## config.mk

```make
export PLATFORM = sky130hd
export DESIGN_NAME = jstk2_spi_responder
export DESIGN_NICKNAME = d
export VERILOG_FILES = /design/src/rtl/jstk_pkg.sv /design/src/rtl/spi_sync_edge.sv /design/src/rtl/jstk2_spi_responder.sv
export SDC_FILE = /design/constraint.sdc
export NUM_CORES = 1
export LEC_CHECK = 0
export ABC_AREA = 1
export CORE_UTILIZATION = 55
export CTS_BUF_LIST = sky130_fd_sc_hd__clkbuf_16
export CTS_CLUSTER_SIZE = 28
export DETAILED_ROUTE_END_ITERATION = 8
export MAX_ROUTING_LAYER = met4
export PLACE_DENSITY_LB_ADDON = 0.05
export SYNTH_ARGS = -nofsm -noshare
export SYNTH_HDL_FRONTEND = slang
export SYNTH_SLANG_ARGS = --single-unit
export TNS_END_PERCENT = 100
```

## constraint.sdc

```tcl
create_clock -name clk -period 2.55 [get_ports clk]
set_clock_uncertainty 0.15 [all_clocks]
set_input_delay 0.6375 -clock clk [delete_from_list [all_inputs] [get_ports clk]]
set_output_delay 0.6375 -clock clk [all_outputs]
set_load 0.02 [all_outputs]
```

## src/rtl/jstk_pkg.sv

```systemverilog
// Shared constants, FSM state type and tx byte packing for the PmodJSTK2 SPI responder.
package jstk_pkg;

  localparam logic [7:0] CMD_SET_LED  = 8'h84;
  localparam logic [7:0] CMD_GET_DATA = 8'hC0;
  localparam int         FRAME_BYTES  = 5;

  typedef enum logic {
    IDLE   = 1'b0,
    ACTIVE = 1'b1
  } state_t;

  // Byte k of the reply frame lives at index k.
  function automatic logic [FRAME_BYTES-1:0][7:0] pack_tx(
    input logic [9:0] x,
    input logic [9:0] y,
    input logic [1:0] b
  );
    pack_tx[0] = x[7:0];
    pack_tx[1] = {6'b0, x[9:8]};
    pack_tx[2] = y[7:0];
    pack_tx[3] = {6'b0, y[9:8]};
    pack_tx[4] = {6'b0, b};
  endfunction

endpackage

```

## src/rtl/spi_sync_edge.sv

```systemverilog
// Multi-flop synchronizer with a trailing edge-detect flop producing rise/fall pulses.
module spi_sync_edge #(
  parameter int   STAGES    = 2,
  parameter logic RESET_VAL = 1'b0
) (
  input  logic clk,
  input  logic rst,
  input  logic din,
  output logic dout,
  output logic rise,
  output logic fall
);

  logic [STAGES-1:0] sync_q;
  logic              prev_q;

  always_ff @(posedge clk or negedge rst) begin
    if (!rst) begin
      sync_q <= {STAGES{RESET_VAL}};
      prev_q <= RESET_VAL;
    end else begin
      sync_q <= {sync_q[STAGES-2:0], din};
      prev_q <= sync_q[STAGES-1];
    end
  end

  assign dout = sync_q[STAGES-1];
  assign rise = dout & ~prev_q;
  assign fall = ~dout & prev_q;

endmodule

```

## src/rtl/jstk2_spi_responder.sv

```systemverilog
// SPI mode-0 slave emulating the PmodJSTK2: returns position/buttons, decodes the RGB LED command.
// Optional JSTK_RSP_TRISTATE_EN: MISO floats while the slave is not selected.
module jstk2_spi_responder
  import jstk_pkg::*;
#(
  parameter int SYNC_STAGES = 2
) (
  input  logic        clk,
  input  logic        rst,
  input  logic [9:0]  xpos,
  input  logic [9:0]  ypos,
  input  logic [1:0]  button,
  input  logic        SS,
  input  logic        SCLK,
  input  logic        MOSI,
  output logic        MISO,
  output logic [7:0]  cmd,
  output logic [23:0] rgb,
  output logic        rgb_valid,
  output logic        frame_done,
  output logic        busy,
  output state_t      dbg_state
);

  logic sclk_unused, sclk_rise, sclk_fall;
  logic ss_level, ss_rise, ss_fall;
  logic [SYNC_STAGES-1:0] mosi_sync;
  logic mosi_s;

  spi_sync_edge #(.STAGES(SYNC_STAGES), .RESET_VAL(1'b0)) u_sclk_sync (
    .clk(clk), .rst(rst), .din(SCLK),
    .dout(sclk_unused), .rise(sclk_rise), .fall(sclk_fall)
  );

  spi_sync_edge #(.STAGES(SYNC_STAGES), .RESET_VAL(1'b1)) u_ss_sync (
    .clk(clk), .rst(rst), .din(SS),
    .dout(ss_level), .rise(ss_rise), .fall(ss_fall)
  );

  // MOSI is only sampled on SCLK rise, so it needs no extra edge flop to stay aligned.
  always_ff @(posedge clk or negedge rst) begin
    if (!rst) mosi_sync <= '0;
    else      mosi_sync <= {mosi_sync[SYNC_STAGES-2:0], MOSI};
  end
  assign mosi_s = mosi_sync[SYNC_STAGES-1];

  // The SS synchronizer resets high, so a low SS at reset release looks like a fall.
  // Frames are armed only once the chain has flushed and SS has really been seen high.
  logic [SYNC_STAGES:0] settle_q;
  logic                 armed;

  always_ff @(posedge clk or negedge rst) begin
    if (!rst) begin
      settle_q <= '0;
      armed    <= 1'b0;
    end else begin
      settle_q <= {settle_q[SYNC_STAGES-1:0], 1'b1};
      if (settle_q[SYNC_STAGES] && ss_level) armed <= 1'b1;
    end
  end

  state_t state, state_next;
  logic   frame_start, frame_end;

  always_ff @(posedge clk or negedge rst) begin
    if (!rst) state <= IDLE;
    else      state <= state_next;
  end

  always_comb begin
    state_next  = state;
    frame_start = 1'b0;
    frame_end   = 1'b0;
    case (state)
      IDLE: if (ss_fall && armed) begin
        state_next  = ACTIVE;
        frame_start = 1'b1;
      end
      ACTIVE: if (ss_rise) begin
        state_next = IDLE;
        frame_end  = 1'b1;
      end
      default: state_next = IDLE;
    endcase
  end

  logic [FRAME_BYTES-1:0][7:0] snap, tx_buf;
  logic [3:0][7:0]             rx;
  logic [7:0]                  tx_shift, rx_shift, rx_byte, next_tx;
  logic [2:0]                  byte_idx;
  logic [3:0]                  bit_cnt, bit_cnt_inc;

  assign snap        = pack_tx(xpos, ypos, button);
  assign rx_byte     = {rx_shift[6:0], mosi_s};
  assign bit_cnt_inc = bit_cnt + 4'd1;

  always_comb begin
    next_tx = 8'h00;
    if (int'(byte_idx) < FRAME_BYTES) next_tx = tx_buf[byte_idx];
  end

  always_ff @(posedge clk or negedge rst) begin
    if (!rst) begin
      tx_buf     <= '0;
      rx         <= '0;
      tx_shift   <= 8'h00;
      rx_shift   <= 8'h00;
      byte_idx   <= 3'd0;
      bit_cnt    <= 4'd0;
      cmd        <= 8'h00;
      rgb        <= 24'h000000;
      rgb_valid  <= 1'b0;
      frame_done <= 1'b0;
    end else begin
      rgb_valid  <= 1'b0;
      frame_done <= 1'b0;
      if (frame_start) begin
        tx_buf   <= snap;
        tx_shift <= snap[0];
        rx_shift <= 8'h00;
        byte_idx <= 3'd0;
        bit_cnt  <= 4'd0;
      end else if (frame_end) begin
        if (byte_idx != 3'd0) begin
          cmd        <= rx[0];
          frame_done <= 1'b1;
        end
        if (byte_idx >= 3'd4 && rx[0] == CMD_SET_LED) begin
          rgb       <= {rx[1], rx[2], rx[3]};
          rgb_valid <= 1'b1;
        end
      end else if (state == ACTIVE) begin
        if (sclk_rise) begin
          rx_shift <= rx_byte;
          if (bit_cnt_inc == 4'd8) begin
            if (byte_idx < 3'd4) rx[byte_idx[1:0]] <= rx_byte;
            if (byte_idx != 3'd7) byte_idx <= byte_idx + 3'd1;
            bit_cnt <= 4'd0;
          end else begin
            bit_cnt <= bit_cnt_inc;
          end
        end else if (sclk_fall) begin
          // bit_cnt==0 here means a byte just completed: present the next byte's MSB.
          if (bit_cnt == 4'd0) tx_shift <= next_tx;
          else                 tx_shift <= {tx_shift[6:0], 1'b0};
        end
      end
    end
  end

  assign busy      = (state == ACTIVE);
  assign dbg_state = state;

`ifdef JSTK_RSP_TRISTATE_EN
  assign MISO = busy ? tx_shift[7] : 1'bz;
`else
  assign MISO = busy ? tx_shift[7] : 1'b0;
`endif

endmodule

```

* Word level (Yosys, flattened, before mapping)
Cells that the tools add are included.
** Cells by class
- Add/subtract/negate cells :: 2
- Order comparisons :: 6
- Equality and inequality tests :: 5
- Multiplexer cells :: 40
- Bitwise gates (word level) :: 11
- Reductions and logical operators :: 17
** Operators with widths (count)
- two-way mux 8 bit :: 9
- bitwise mux 32 bit :: 1
- two-way mux 7 bit :: 4
- binary-select mux 8 bit (select 3 bit) :: 1
- two-way mux 4 bit :: 5
- two-way mux 3 bit :: 6
- demux 8 bit (select 2 bit) :: 1
- two-way mux 1 bit :: 12
- nonzero test 2 bit :: 5
- AND reduction 3 bit :: 3
- equality test 8 bit (second input constant) :: 1
- inverter 1 bit :: 7
- less-than comparator 3 bit (second input constant) :: 2
- AND reduction 6 bit :: 1
- AND reduction 5 bit :: 1
- adder 4 x 1 -> 4 bit (second input constant) :: 1
- AND 1 bit :: 4
- equality test 4 bit (second input constant) :: 1
- logical AND 1 bit :: 4
- logical NOT 4 bit :: 1
- less-than comparator 3 x 4 -> 1 bit (second input constant) :: 1
- AND reduction 4 bit :: 1
- adder 3 x 1 -> 3 bit (second input constant) :: 1
- >= comparator 3 bit (second input constant) :: 1
- other kinds (7) :: 7
** Storage, ports and cells
- Register bits :: 123
- Input port bits :: 27
- Output and inout port bits :: 37
- Logic and storage cells :: 106

* Depth between registers and ports, before layout
Gate-level depths: netlist of the first run.
- Depth after elaboration :: 9
- Mapped depth :: 9
- Depth with buffers taken out :: 9

* Hierarchy
A second synthesis of the first run with hierarchy kept.
** Unflattened totals
- Cells, all modules :: 590
- Area, all modules :: 5225.0 um2
** Modules (own cells, without submodules)
- jstk2_spi_responder :: times used 1, cells each 576, area an instance 5041.1 um2, seq. area each 2927.8 um2
- spi_sync_edge (u_ss_sync) :: times used 1, cells each 7, area an instance 93.8 um2, seq. area each 78.8 um2
- spi_sync_edge (u_sclk_sync) :: times used 1, cells each 7, area an instance 90.1 um2, seq. area each 75.1 um2

* Least setup slack after synthesis of the first run
No wires, ideal clock.
- Kind :: register to register
- Start :: reg byte_idx[0]
- End :: reg cmd[5]
- Setup time :: 0.126 ns
- Data arrival time :: 1.619 ns
- Setup slack :: 0.655 ns
- Cell stages (with the launch flop) :: 10
- Period minus slack after synthesis :: 1.895 ns
- Path through :: dfrtp_1 > buf_2 > clkinv_1 > ha_1 > clkbuf_1 > nand2_1 > nand3_1 > buf_2 > nand2_1 > o21ai_0
** Between the ends
- Cells in the longest elaborated chain, start to end :: 2
** RTL lines
- from (decl) :: RTL line jstk2_spi_responder.sv:90 : logic [2:0] byte_idx;
- from (signal assigned) :: RTL line jstk2_spi_responder.sv:137 : if (byte_idx != 3'd7) byte_idx <= byte_idx + 3'd1;
- nonzero test 3 bit :: RTL line jstk2_spi_responder.sv:124 : if (byte_idx != 3'd0) begin
- AND reduction 3 bit (no source line)
- to (signal assigned) :: RTL line jstk2_spi_responder.sv:125 : cmd <= rx[0];
- to (decl) :: RTL line jstk2_spi_responder.sv:17 : output logic [7:0] cmd,
No other way between the ends.
A chain may end at the register's enable or synchronous reset.

* Final worst setup path of the first run
- Start :: reg state (netlist: busy)
- End :: out MISO
** Between the ends
- Cells in the longest elaborated chain, start to end :: 1
** RTL lines
- from (decl) :: RTL line jstk2_spi_responder.sv:62 : state_t state, state_next;
- from (signal assigned) :: RTL line jstk2_spi_responder.sv:67 : else state <= state_next;
- two-way mux 1 bit :: RTL line jstk2_spi_responder.sv:157 : assign MISO = busy ? tx_shift[7] : 1'b0;
- to (decl) :: RTL line jstk2_spi_responder.sv:16 : output logic MISO,
No other way between the ends.

==> results of run 1 <==
==> through the flow <==
| step | setup WS (ns) | utilization (%) | area, sq um | total power, mW | std cells |
|---|---|---|---|---|---|
| 2_1_floorplan | 0.655 | - | 5250 | 3.16 | 604 |
| 3_3_place_gp | 0.422 | 65.4 | 6040 | 3.48 | 783 |
| 3_5_place_dp | 0.321 | 65.4 | 6040 | 3.53 | 783 |
| 4_1_cts | 0.0890 | 72.0 | 6650 | 6.02 | 815 |
| 5_1_grt | 0.0121 | 72.0 | 6650 | 6.28 | 815 |
| 6_report | 0.114 | 72.0 | 6650 | 6.01 | 815 |
==> metal layers <==
metal / part of all wire [%] / GRT usage (%)
met1: 43 / 31.7
met3: 4.5 / 5.97
met2: 49 / 40.9
met5: 0 / -
met4: 3.0 / 12.6
==> cells in the mapped netlist (2+ instances only) <==
cell / number
nand2_1: 260
nor3_4: 2
nand2_2: 2
nand4_1: 36
clkbuf_1: 6
nor2_1: 15
o211ai_1: 4
inv_2: 2
dfstp_2: 3
a21oi_1: 6
dfrtp_1: 120
inv_1: 33
clkinv_1: 2
o22ai_1: 2
nand3b_1: 2
nand3_1: 48
o21ai_0: 27
buf_2: 21
ha_1: 8
==> sequential cells by signal, indices dropped and copies added (netlist names), 3 cells and up <==
signal and flops:
cmd 8, rx 32, tx_buf 22, bit_cnt 4, settle_q 3, byte_idx 3
rx_shift 7, tx_shift 8, rgb 24
==> logic make-up after synthesis <==
family,count (synthesis)
simple gates,366
buf+inv,65
fa+ha+maj,8
flops,123
compound gates,41
other cells,1
==> worst paths after layout <==
kind	endpoint	slack, ns	start	cells past startpoint
hold reg to reg	settle_q[1]	0.20	settle_q[0]	0
setup reg to reg	cmd[1]	0.29	byte_idx[0]	7
setup / recovery	MISO	0.11	busy	3
min in group clk	settle_q[1]	0.20	settle_q[0]	0
max in group asynchronous	rgb[17]	1.51	rst	2
hold / removal	cmd[1]	0.05	rst	1
==> power breakdown <==
| part | total [mW] | switching (mW) | internal (mW) |
|---|---|---|---|
| clock network | 2.48 | 0.922 | 1.55 |
| registers | 2.48 | 0.273 | 2.21 |
| logic | 1.05 | 0.672 | 0.381 |
==> worst max-delay path, stage by stage, from the launching register on <==
cell and delay (ns):
dfrtp_1 0.51, nand2_1 0.09, inv_1 0.06, clkdlybuf4s50_1 0.59
==> cell type report <==
type / count / area, sq um / share of cell area (%)
clock inverters: 15 / 186 / 2.80
inverters: 37 / 139 / 2.09
repair buffers: 78 / 766 / 11.5
well taps: 129 / 161 / 2.43
flip-flops and latches: 123 / 3080 / 46.3
clock buffers: 17 / 425 / 6.39
multi-input cells: 416 / 1890 / 28.5
==> flow_summary.json, run 1 <==
{
  "status": "complete, no violations",
  "initial_core_util_pct": 56.8,
  "finalMaxSlewViolations": 0,
  "pwr_density_cell_nw_per_um2": 903,
  "worstPathRequired_ns": 1.76,
  "numClockSinks": 123,
  "whs_ns": 0.0524,
  "cts.hold.buffers_added": 0,
  "worstMarginPinSlew_ns": 0.680,
  "root_buffer": "clkbuf_16",
  "syn-num-nets": 639,
  "setup-violations-final": 0,
  "critPathCaptureType": "output port",
  "dp_hpwl_microns": 7650,
  "finalWirelength_microns": 11300,
  "routed-via-count": 4285,
  "routed_via_density": 5.26,
  "mostFrequentLayoutCells": "260 x nand2_1, 120 x dfrtp_1, 62 x clkdlybuf4s50_1",
  "gp_congestion": 0.847,
  "cts_setup_buffers": 0,
  "postRouteAntennaNets": 0,
  "n_antenna_cell": 0,
  "min_path_type": "in2async",
  "layout-drive-gt1-share_pct": 8.31,
  "drtIter0Drc": 237,
  "antenna_found_initial": 0,
  "io_buffers": 63,
  "nets": 708,
  "grt_max_degree": 41,
  "firstDrtPassIters": 4,
  "die_h_microns": 99.7,
  "yosys.area_share.simple_pct": 29.9,
  "post_cts_resized": 0,
  "setup_tns_ns": 0,
  "finalCriticalPeriod_ns": 2.44,
  "synthCells": 604,
  "synth_area_sq_um": 5250,
  "synth-seq-cells": 123,
  "synthAdderAreaFrac_pct": 1.91,
  "drc_errors": 0,
  "synth_top_family_by_area": "simple AND/OR/NAND/NOR gates",
  "ioPinCount": 64,
  "vdd_drop_max_mv": 0.500,
  "ys_warn_count": 0,
  "synth_ff_type": "dfrtp_1",
  "p_leak_nw": 3.41,
  "cts_buffers": 17,
  "synth_edf_count": 0,
  "yosysSeqAreaShare_pct": 58.7,
  "cp_max_fo": 9,
  "clkTransAtPathRegs_ns": 0.06,
  "overflow": 0,
  "hold_viol": 0,
  "insertion_delay_ns": 0.41,
  "drv_cap": 0,
  "die_area_sq_um": 9940,
  "avgSynthCellArea_sq_um": 8.69,
  "slew_headroom_pct": 54.5,
  "rsz0062_at_grt": "no",
  "htreeDepth": 4,
  "grt_pass1_wl_microns": 19400,
  "period_share_pct": 95.5,
  "path_class": "reg2out",
  "yosys.area_share.xor_xnor_pct": 0,
  "clock_path_buffers": 2,
  "rows": 35,
  "fillerInstances": 698,
  "final_common_cell": "nand2_1",
  "synth_top_cell_area_share_pct": 57.2,
  "wl_per_cell_microns": 13.9,
  "worst_setup_path_start_kind": "flop",
  "arrival_ns": 1.65,
  "syn_to_final_growth_pct": 26.7,
  "fmax_mhz": 410,
  "synth_area_leaders": "dfrtp_1 57%, nand2_1 19%, nand3_1 4.6%",
  "die_width_microns": 99.7,
  "muxShareOfSynthArea_pct": 0,
  "async_reset_ff_share_pct": 100,
  "synthDistinctLibCells": 24,
  "synth_compound_area_share_pct": 4.24,
  "synth_largest_area_cell": "dfrtp_1",
  "cts_tree": "done",
  "track_usage_pct": 25.9,
  "grt_pass1_vias": 4254,
  "core_area_sq_um": 9240
}
(Power assumes the default switching activity.)
==> inputs of run 2 (changes only) <==
--- a/config.mk
+++ b/config.mk
@@ -14,5 +14,6 @@
 export PLACE_DENSITY_LB_ADDON = 0.05
 export SYNTH_ARGS = -nofsm -noshare
 export SYNTH_HDL_FRONTEND = slang
+export SYNTH_HIERARCHICAL = 1
 export SYNTH_SLANG_ARGS = --single-unit
 export TNS_END_PERCENT = 100
==> run 2 against run 1 <==
  * Synthesized cell count is 2.3% lower
  * Largest cell class unchanged
  * Routed wire length is 1.7% lower
  * Sequential cell count stayed put
  * Critical path depth stayed put
  * Sequential power is 9.3% lower
  * Setup slack better by 0.037 ns
  * Non-clock buffer count is 3 lower
  * Clock-buffer cell count stayed put
  * Combinational power is 52% lower
  * Area after synthesis is 0.48% lower
  * Maximum frequency is 1.5% higher
==> flow_summary.json, run 2 <==
{
  "htreeDepth": 4,
  "synth_most_common_cell": "nand2_1",
  "status": "complete, no violations",
  "seqPwrFrac_pct": 43.6,
  "synthDistinctLibCells": 28,
  "setup-violations-final": 0,
  "wl_per_cell_microns": 13.9,
  "finalMaxSlewViolations": 0,
  "finalCriticalPeriod_ns": 2.40,
  "dp_hpwl_microns": 7590,
  "root_buffer": "clkbuf_16",
  "critPathSlowestCell": "clkdlybuf4s50_1",
  "die_area_sq_um": 9890,
  "n_antenna_cell": 0,
  "largest_register_ffs": 32,
  "pwr_density_cell_nw_per_um2": 781,
  "r2r_slack_ns": 0.32,
  "critPathCaptureType": "output port",
  "postRouteAntennaNets": 0,
  "drtIter0Drc": 219,
  "path_buf_inv": 2,
  "clkPwrFrac_pct": 46.6,
  "cp-startpoint": "busy",
  "critical-path-max-stage-delay_ns": 0.60,
  "vdd_drop_max_mv": 0.426,
  "post_cts_resized": 0,
  "worst_setup_path_start_kind": "flop",
  "grt_max_degree": 41,
  "hold_viol": 0,
  "path_class": "reg2out",
  "synth_area_leaders": "dfrtp_1 57%, nand2_1 18%, nand4_1 6.8%",
  "syn_to_final_growth_pct": 26.6,
  "synth_common_cells": "250 x nand2_1, 120 x dfrtp_1, 57 x nand4_1",
  "antenna_found_initial": 0,
  "numClockSinks": 123,
  "cp_max_fo": 7,
  "largest-register": "rx",
  "reg2reg_from": "bit_cnt[0]",
  "die_h_microns": 99.5,
  "rows": 35,
  "arrival_ns": 1.61,
  "clkTransAtPathRegs_ns": 0.06,
  "drc_errors": 0,
  "finalWirelength_microns": 11100,
  "async_reset_ff_share_pct": 100,
  "setup_tns_ns": 0,
  "cts_tree": "done",
  "path_delay_family": "buffers and inverters",
  "whs_ns": 0.0664,
  "layout_setup_ws_ns": 0.151,
  "slew_headroom_pct": 59.6,
  "cts.hold.buffers_added": 0,
  "cts_buffers": 17,
  "path_cells": "nand2_1 -> inv_1 -> clkdlybuf4s50_1",
  "die_width_microns": 99.5,
  "core_area_sq_um": 9240,
  "rsz0062_at_grt": "no",
  "reg_top3": "rx (32), rgb (24), tx_buf (22)",
  "firstDrtPassIters": 5,
  "drv_cap": 0,
  "worstMarginPinSlew_ns": 0.604,
  "synth_ff_type": "dfrtp_1",
  "routed_via_density": 5.23,
  "period_share_pct": 94.1,
  "p_leak_nw": 3.38,
  "ys_warn_count": 6,
  "track_usage_pct": 26.0,
  "synth_largest_area_cell": "dfrtp_1",
  "synth-seq-cells": 123,
  "min_path_type": "in2async",
  "place_inst": 768,
  "grt_pass1_vias": 4120,
  "worstPathRequired_ns": 1.76,
  "switchingPower_mw": 1.29,
  "nets": 693,
  "syn-num-nets": 625,
  "comb_power_share_pct": 9.8,
  "routed-via-count": 4181,
  "cp.depth": 3,
  "fmax_mhz": 417,
  "synthCells": 590,
  "cts_setup_buffers": 0,
  "avgSynthCellArea_sq_um": 8.86,
  "synth_area_sq_um": 5230,
  "layout-drive-gt1-share_pct": 8.20,
  "post-route-util_pct": 71.6,
  "insertion_delay_ns": 0.41,
  "p_int_mw": 3.87,
  "ioPinCount": 64,
  "synth_top_cell_area_share_pct": 57.5,
  "gp_congestion": 0.877,
  "initial_core_util_pct": 56.5,
  "yosysSeqAreaShare_pct": 59.0,
  "r2r_cells": 10,
  "final_common_cell": "nand2_1",
  "dp_slack_ns": 0.181,
  "overflow": 0,
  "synth_edf_count": 0,
  "p_sw_share_pct": 25.1,
  "clock_path_buffers": 2,
  "grt_pass1_wl_microns": 19500,
  "io_buffers": 63,
  "finalNonFillerCells": 800,
  "mostFrequentLayoutCells": "250 x nand2_1, 120 x dfrtp_1, 62 x clkdlybuf4s50_1"
}
-- run 2: worst reg2reg max path, delay by kind of cell, from the launching register on --
family / cells / cell delay (ns)
adder cells (fa/ha/maj): 1 / 0.23
AND/OR/NAND/NOR: 7 / 0.91
buffers and inverters: 2 / 0.44
flip-flops: 1 / 0.42
-- run 2: worst paths after layout --
| kind | to |
|---|---|
| setup / recovery | MISO |
| hold / removal | cmd[6] |
| setup reg to reg | rx[8] |
| hold reg to reg | u_sclk_sync/sync_q[1] |
| max in group asynchronous | rx[20] |
| min in group clk | u_sclk_sync/sync_q[1] |
-- run 2: cell families (layout without fill, tap and decap cells) --
logic type	Yosys count	in the layout	synth area share [%]
AO/OA/AOI/OAI	45	45	4.84
adder cells (fa/ha/maj)	8	8	1.92
flip-flops	123	123	59.0
buffers and inverters	71	152	5.51
other	1	1	0.0718
AND/OR/NAND/NOR	342	342	28.7
-- run 2: final cells by class --
| type | count | area [sq um] |
|---|---|---|
| Sequential cell | 123 | 3080 |
| Fill cell | 722 | 2630 |
| Multi-Input combinational cell | 396 | 1860 |
| Timing Repair Buffer | 75 | 743 |
| Clock buffer | 17 | 425 |
| Clock inverter | 15 | 174 |
| Inverter | 45 | 173 |
| Tap cell | 129 | 161 |
-- run 2: power groups by stage --
stage | Sequential, mW | Clock (mW) | Combinational (mW)
after floorplan | 2.24 | 0 | 0.329
after global placement | 2.27 | 0 | 0.492
after detailed placement | 2.28 | 0 | 0.507
after CTS | 2.25 | 2.43 | 0.514
after global routing | 2.27 | 2.52 | 0.604
final | 2.25 | 2.40 | 0.508
-- run 2: through the flow --
step,total power [mW],area (sq um)
after floorplan,2.57,5230
after detailed placement,2.79,6010
after global placement,2.77,6010
final,5.16,6610
after global routing,5.39,6610
after CTS,5.19,6610
-- run 2: per-layer routing --
layer / wire (microns) / share of wire [%] / track usage [%]
met1: 4950 / 44 / 32.2
met4: 181 / 1.6 / 9.95
met3: 363 / 3.3 / 4.08
met5: 0 / 0 / -
met2: 5640 / 51 / 43.2
==> variant 1 (settings of run 1) <==
Make the reset (`rst`) synchronous in 5 clocked blocks.
--- a/src/rtl/spi_sync_edge.sv
+++ b/src/rtl/spi_sync_edge.sv
@@ -14,7 +14,7 @@
   logic [STAGES-1:0] sync_q;
   logic              prev_q;
 
-  always_ff @(posedge clk or negedge rst) begin
+  always_ff @(posedge clk) begin
     if (!rst) begin
       sync_q <= {STAGES{RESET_VAL}};
       prev_q <= RESET_VAL;
--- a/src/rtl/jstk2_spi_responder.sv
+++ b/src/rtl/jstk2_spi_responder.sv
@@ -38,7 +38,7 @@
   );
 
   // MOSI is only sampled on SCLK rise, so it needs no extra edge flop to stay aligned.
-  always_ff @(posedge clk or negedge rst) begin
+  always_ff @(posedge clk) begin
     if (!rst) mosi_sync <= '0;
     else      mosi_sync <= {mosi_sync[SYNC_STAGES-2:0], MOSI};
   end
@@ -49,7 +49,7 @@
   logic [SYNC_STAGES:0] settle_q;
   logic                 armed;
 
-  always_ff @(posedge clk or negedge rst) begin
+  always_ff @(posedge clk) begin
     if (!rst) begin
       settle_q <= '0;
       armed    <= 1'b0;
@@ -62,7 +62,7 @@
   state_t state, state_next;
   logic   frame_start, frame_end;
 
-  always_ff @(posedge clk or negedge rst) begin
+  always_ff @(posedge clk) begin
     if (!rst) state <= IDLE;
     else      state <= state_next;
   end
@@ -99,7 +99,7 @@
     if (int'(byte_idx) < FRAME_BYTES) next_tx = tx_buf[byte_idx];
   end
 
-  always_ff @(posedge clk or negedge rst) begin
+  always_ff @(posedge clk) begin
     if (!rst) begin
       tx_buf     <= '0;
       rx         <= '0;
Behaviour: differs if rst is asserted again (counterexample within 10 cycles, from zero or initial values and one cycle with rst low); with rst held inactive, the same outputs for 10 cycles.
==> variant 1 against run 1 <==
- maximum frequency up 2.3%
- hold slack improved by 210 ps
- sequential cell count unchanged
- worst setup slack better by 54 ps
- global-route usage fell by 1.5 points
- design area decreased by 4.5%
- area after synthesis down 2.1%
- routed wire length is 5.6% lower
- largest cell class unchanged
Power is not compared: it rests on default switching activity, and its combinational part moved more than twofold at a synthesized area within 25%.
==> variant 1: results (changes against run 1) <==
- Slew headroom: 57.5% (+3.0 points)
- Vias in the first global route: 4069 (-4.3%)
- Clock Tree Buf Depth: 2 (unchanged)
- CTS Root Cell: clkbuf_16
- Arr. time, crit path: 1590 ps (-60 ps)
- Via count: 4440 (+3.6%)
- Synth cell count leaders: 180 x nand2_1, 166 x nor2_1, 123 x dfxtp_1
- Register area share after synthesis: 47.9% (-11 points)
- Synth Net Count: 758 (+19%)
- Starting DRT DRC Count: 240 (+1.3%)
- Largest net degree at the start of global routing: 62 (+51%)
- Fraction of registers with async set/reset: 0% (-100 points)
- Biggest register: rx
- Met1 layer wirelength in the final routing: 5.08 mm (+3.7%)
- Synth unique cells: 28 (+17%)
- Cells on worst reg2reg path: 5 (-2)
- Final Wtd Congestion: 0.856 (+1.1%)
- Synth area leaders: dfxtp_1 48%, nand2_1 13%, nor2_1 12%, inv_1 7.0%, o21ai_0 4.4%
- Post-cts hold buffer count: 0 (unchanged)
- Class of the worst hold path: reg2reg
- Inst Count DP: 873 (+11%)
- DP Area: 5800 sq um (-4.0%)
- Routed wire length on met3: 530 microns (+2.9%)
- Worst-path maximum fanout: 8 (-1)
- Avg WL per Cell: 11.8 microns (-15%)
- Main synth FF type: dfxtp_1
- Status: complete, no violations
- Layout cells sized above 1: 6.53% (-1.8 points)
- Worst-Skew Late Latency: 410 ps (about the same)
- Fin nets: 818 (+16%)
- Post-DP HPWL: 6.89 mm (-9.9%)
- First-pass GRT wire length: 18.3 mm (-5.9%)
- WL met2: 4.97 mm (-11%)
- WL final: 10.7 mm (-5.6%)
- Total track usage: 24.5% (-1.5 points)
- Syn Area/Cell: 7.10 sq um (-18%)
- CTS Buf Count: 17 (unchanged)
[variant 1: cell types whose count changed after synthesis, sizes merged, moves of 5 or more]
| cell | before | now |
|---|---|---|
| a22o | 0 | 8 |
| nor2 | 15 | 169 |
| buf | 22 | 17 |
| nand4 | 36 | 8 |
| nand3 | 48 | 12 |
| dfxtp | 0 | 123 |
| inv | 35 | 96 |
| o21ai | 27 | 46 |
| nand2 | 262 | 182 |
| clkbuf | 6 | 12 |
| dfrtp | 120 | 0 |
| a21oi | 6 | 37 |
[variant 1: power by group through the flow]
stage | logic [mW] | registers, mW | clock network [mW]
after CTS | 0.109 | 1.95 | 2.29
after floorplan | 0.0546 | 1.98 | 0
final | 0.109 | 1.95 | 2.26
after global routing | 0.122 | 1.95 | 2.39
after global placement | 0.107 | 1.99 | 0
after detailed placement | 0.109 | 1.99 | 0
[variant 1: final timing paths]
| check | startpoint | end | slack, ps |
|---|---|---|---|
| hold / removal | u_sclk_sync.sync_q[0] | u_sclk_sync.sync_q[1] | 260 |
| hold reg to reg | u_sclk_sync.sync_q[0] | u_sclk_sync.sync_q[1] | 260 |
| setup reg to reg | byte_idx[0] | cmd[4] | 400 |
| setup / recovery | busy | MISO | 170 |
[variant 1: area by class of cell]
cell class                      instances  area, sq um
Fill cell                             723         2530
Tap cell                              108          135
Sequential cell                       123         2460
Clock inverter                         14          131
Multi-Input combinational cell        476         2150
Timing Repair Buffer                   70          691
Inverter                               96          360
Clock buffer                           17          425
[variant 1: worst register-to-register path, cell delays in order (launching register included)]
cell,delay (ps)
dfxtp_1,530
inv_1,250
ha_1,320
a21oi_2,520
o21ai_0,190
a21oi_1,140
[variant 1: through the flow]
step	util, %	worst slack (ps)
final	71.5	168
after global routing	71.5	85.7
after CTS	71.5	146
after detailed placement	65.2	446
after global placement	65.2	500
after floorplan	-	877
[variant 1: routing by layer]
layer	vias to the layer above	track usage, %
met3	12	7.45
met4	0	7.92
li1	2327	-
met5	-	-
met2	111	37.3
met1	1990	31.2
[variant 1: kinds of logic after synthesis]
family / synth area share (%)
buffers and inverters: 10.2
AOI/OAI and AO/OA: 9.52
DFF: 47.9
adders and majority gates: 1.70
and+or+nand+nor: 30.7
==> variant 2 (config.mk and constraints of run 1) <==
Made on the original files. Set the parameter `SYNC_STAGES` to 4 (it was 2).
--- a/src/rtl/jstk2_spi_responder.sv
+++ b/src/rtl/jstk2_spi_responder.sv
@@ -3,7 +3,7 @@
 module jstk2_spi_responder
   import jstk_pkg::*;
 #(
-  parameter int SYNC_STAGES = 2
+  parameter int SYNC_STAGES = 4
 ) (
   input  logic        clk,
   input  logic        rst,
Behaviour: not the same (Yosys sat finds a counterexample within 10 cycles, from zero or initial values and one cycle with rst low).
==> variant 2 against run 1 <==
- area after synthesis is 3.5% higher
- design area is 1.7% higher
- non-clock buffer count is 8 lower
- maximum frequency is 0.22% lower
- power is 7.8% lower
- worst setup slack worse by 5.5 ps
- routed wire length is 6.3% lower
- sequential cell count is 8 higher
- die area is 3.4% higher
==> variant 2: results (changes against run 1) <==
- Inst Count DP: 747 (-4.6%)
- Initial antenna violation count: 0 (unchanged)
- Multi-In Gates: 378 (-9.1%)
- First-pass GRT wire length: 18.4 mm (-5.4%)
- GRT met1 Usage: 30.4% (-1.3 points)
- P_leak: 3.35 nW (-1.8%)
- Fin nets: 672 (-5.1%)
- Post-synthesis compound-gate area fraction: 8.64% (+4.4 points)
- Status: complete, no violations
- Clk cell area share: 9.11% (-0.082 points)
- Register area share after synthesis: 60.5% (+1.8 points)
- Ant. Diodes: 0 (unchanged)
- Clk slew on worst S/H paths: 60 ps (about the same)
- Synth area leaders: dfrtp_1 58%, nand2_1 15%, nand3_1 3.0%, o21ai_2 2.6%, inv_1 2.5%
- Fraction of registers with async set/reset: 100% (unchanged)
- Htree depth: 4 (unchanged)
- Post-Synth Adder-Cell Area: 1.84% (-0.064 points)
- Post-DP HPWL: 7.02 mm (-8.2%)
- Synth unique cells: 27 (+13%)
- Synth cell count leaders: 216 x nand2_1, 126 x dfrtp_1, 36 x inv_1
- Starting DRT DRC Count: 167 (-30%)
- Via count: 3949 (-7.8%)
- Fraction of area in registers: 48.5% (+2.2 points)
- Synth Net Count: 604 (-5.5%)
- Largest net degree at the start of global routing: 46 (+12%)
- Arr. time, crit path: 1650 ps (about the same)
- Layout cells sized above 1: 11.8% (+3.5 points)
- WL met2: 5.39 mm (-3.4%)
- Final Wtd Congestion: 0.817 (-3.5%)
- Placement Setup Slack: 520 ps (+200 ps)
- FILL cells: 725 (+3.9%)
- Routed wire length on met3: 371 microns (-28%)
- PwrDens: 819 nW/um^2 (-9.3%)
- WL final: 10.6 mm (-6.3%)
- Met1 layer wirelength in the final routing: 4.78 mm (-2.4%)
- Vias in the first global route: 3892 (-8.5%)
- Largest registers: rx (32), rgb (24), tx_buf (22)
- Non-clock buffer share: 10.4% (-1.1 points)
- Switching pwr: 1.38 mW (-26%)
- Worst-path maximum fanout: 8 (-1)
- Top power group: the clock network
- DP Area: 6150 sq um (+1.8%)
- Slew headroom: 60.6% (+6.1 points)
- CTS Buf Count: 17 (unchanged)
- Inverters: 39 (+5.4%)
- Mapped Cells: 569 (-5.8%)
- Comb pwr: 0.652 mW (-38%)
- Design Area, Final: 6770 sq um (+1.7%)
- FFs & Latches: 131 (+6.5%)
- GRT met3 Usage: 5.38% (-0.59 points)
- Max IR drop VDD: 0.648 mV (+30%)
- Multi-input logic area: 1850 sq um (-2.1%)
- Clock network power share: 45.0% (+3.8 points)
- Nonclk buf count: 70 (-10%)
- Routing usage on met2: 39.4% (-1.5 points)
- Core Util, Final: 71.9% (-0.12 points)
- Final Non-Filler Cells: 779 (-4.4%)
- Total track usage: 24.0% (-1.9 points)
-- variant 2: critical path, cell delays in order (launching register included) --
cell and delay (ps):
dfrtp_1 490, nand2_1 100, inv_1 70, clkdlybuf4s50_1 600
-- variant 2: kinds of logic (layout without fill, tap and decap cells) --
kind of cell / count (synthesis) / count (layout)
buffers and inverters: 60 / 141
adder cells (fa/ha/maj): 8 / 8
other: 1 / 1
AO/OA/AOI/OAI: 79 / 79
AND/OR/NAND/NOR: 290 / 290
flip-flops: 131 / 131
-- variant 2: worst paths after layout --
path                       cells past startpoint              from  slack (ps)     endpoint
max in group asynchronous                      2               rst        1470       rgb[3]
setup / recovery                               3              busy         110         MISO
hold / removal                                 1               rst          90       rx[17]
min in group clk                               0       settle_q[3]         200  settle_q[4]
hold reg to reg                                0       settle_q[3]         200  settle_q[4]
setup reg to reg                               7  u_ss_sync.prev_q         600       rx[22]
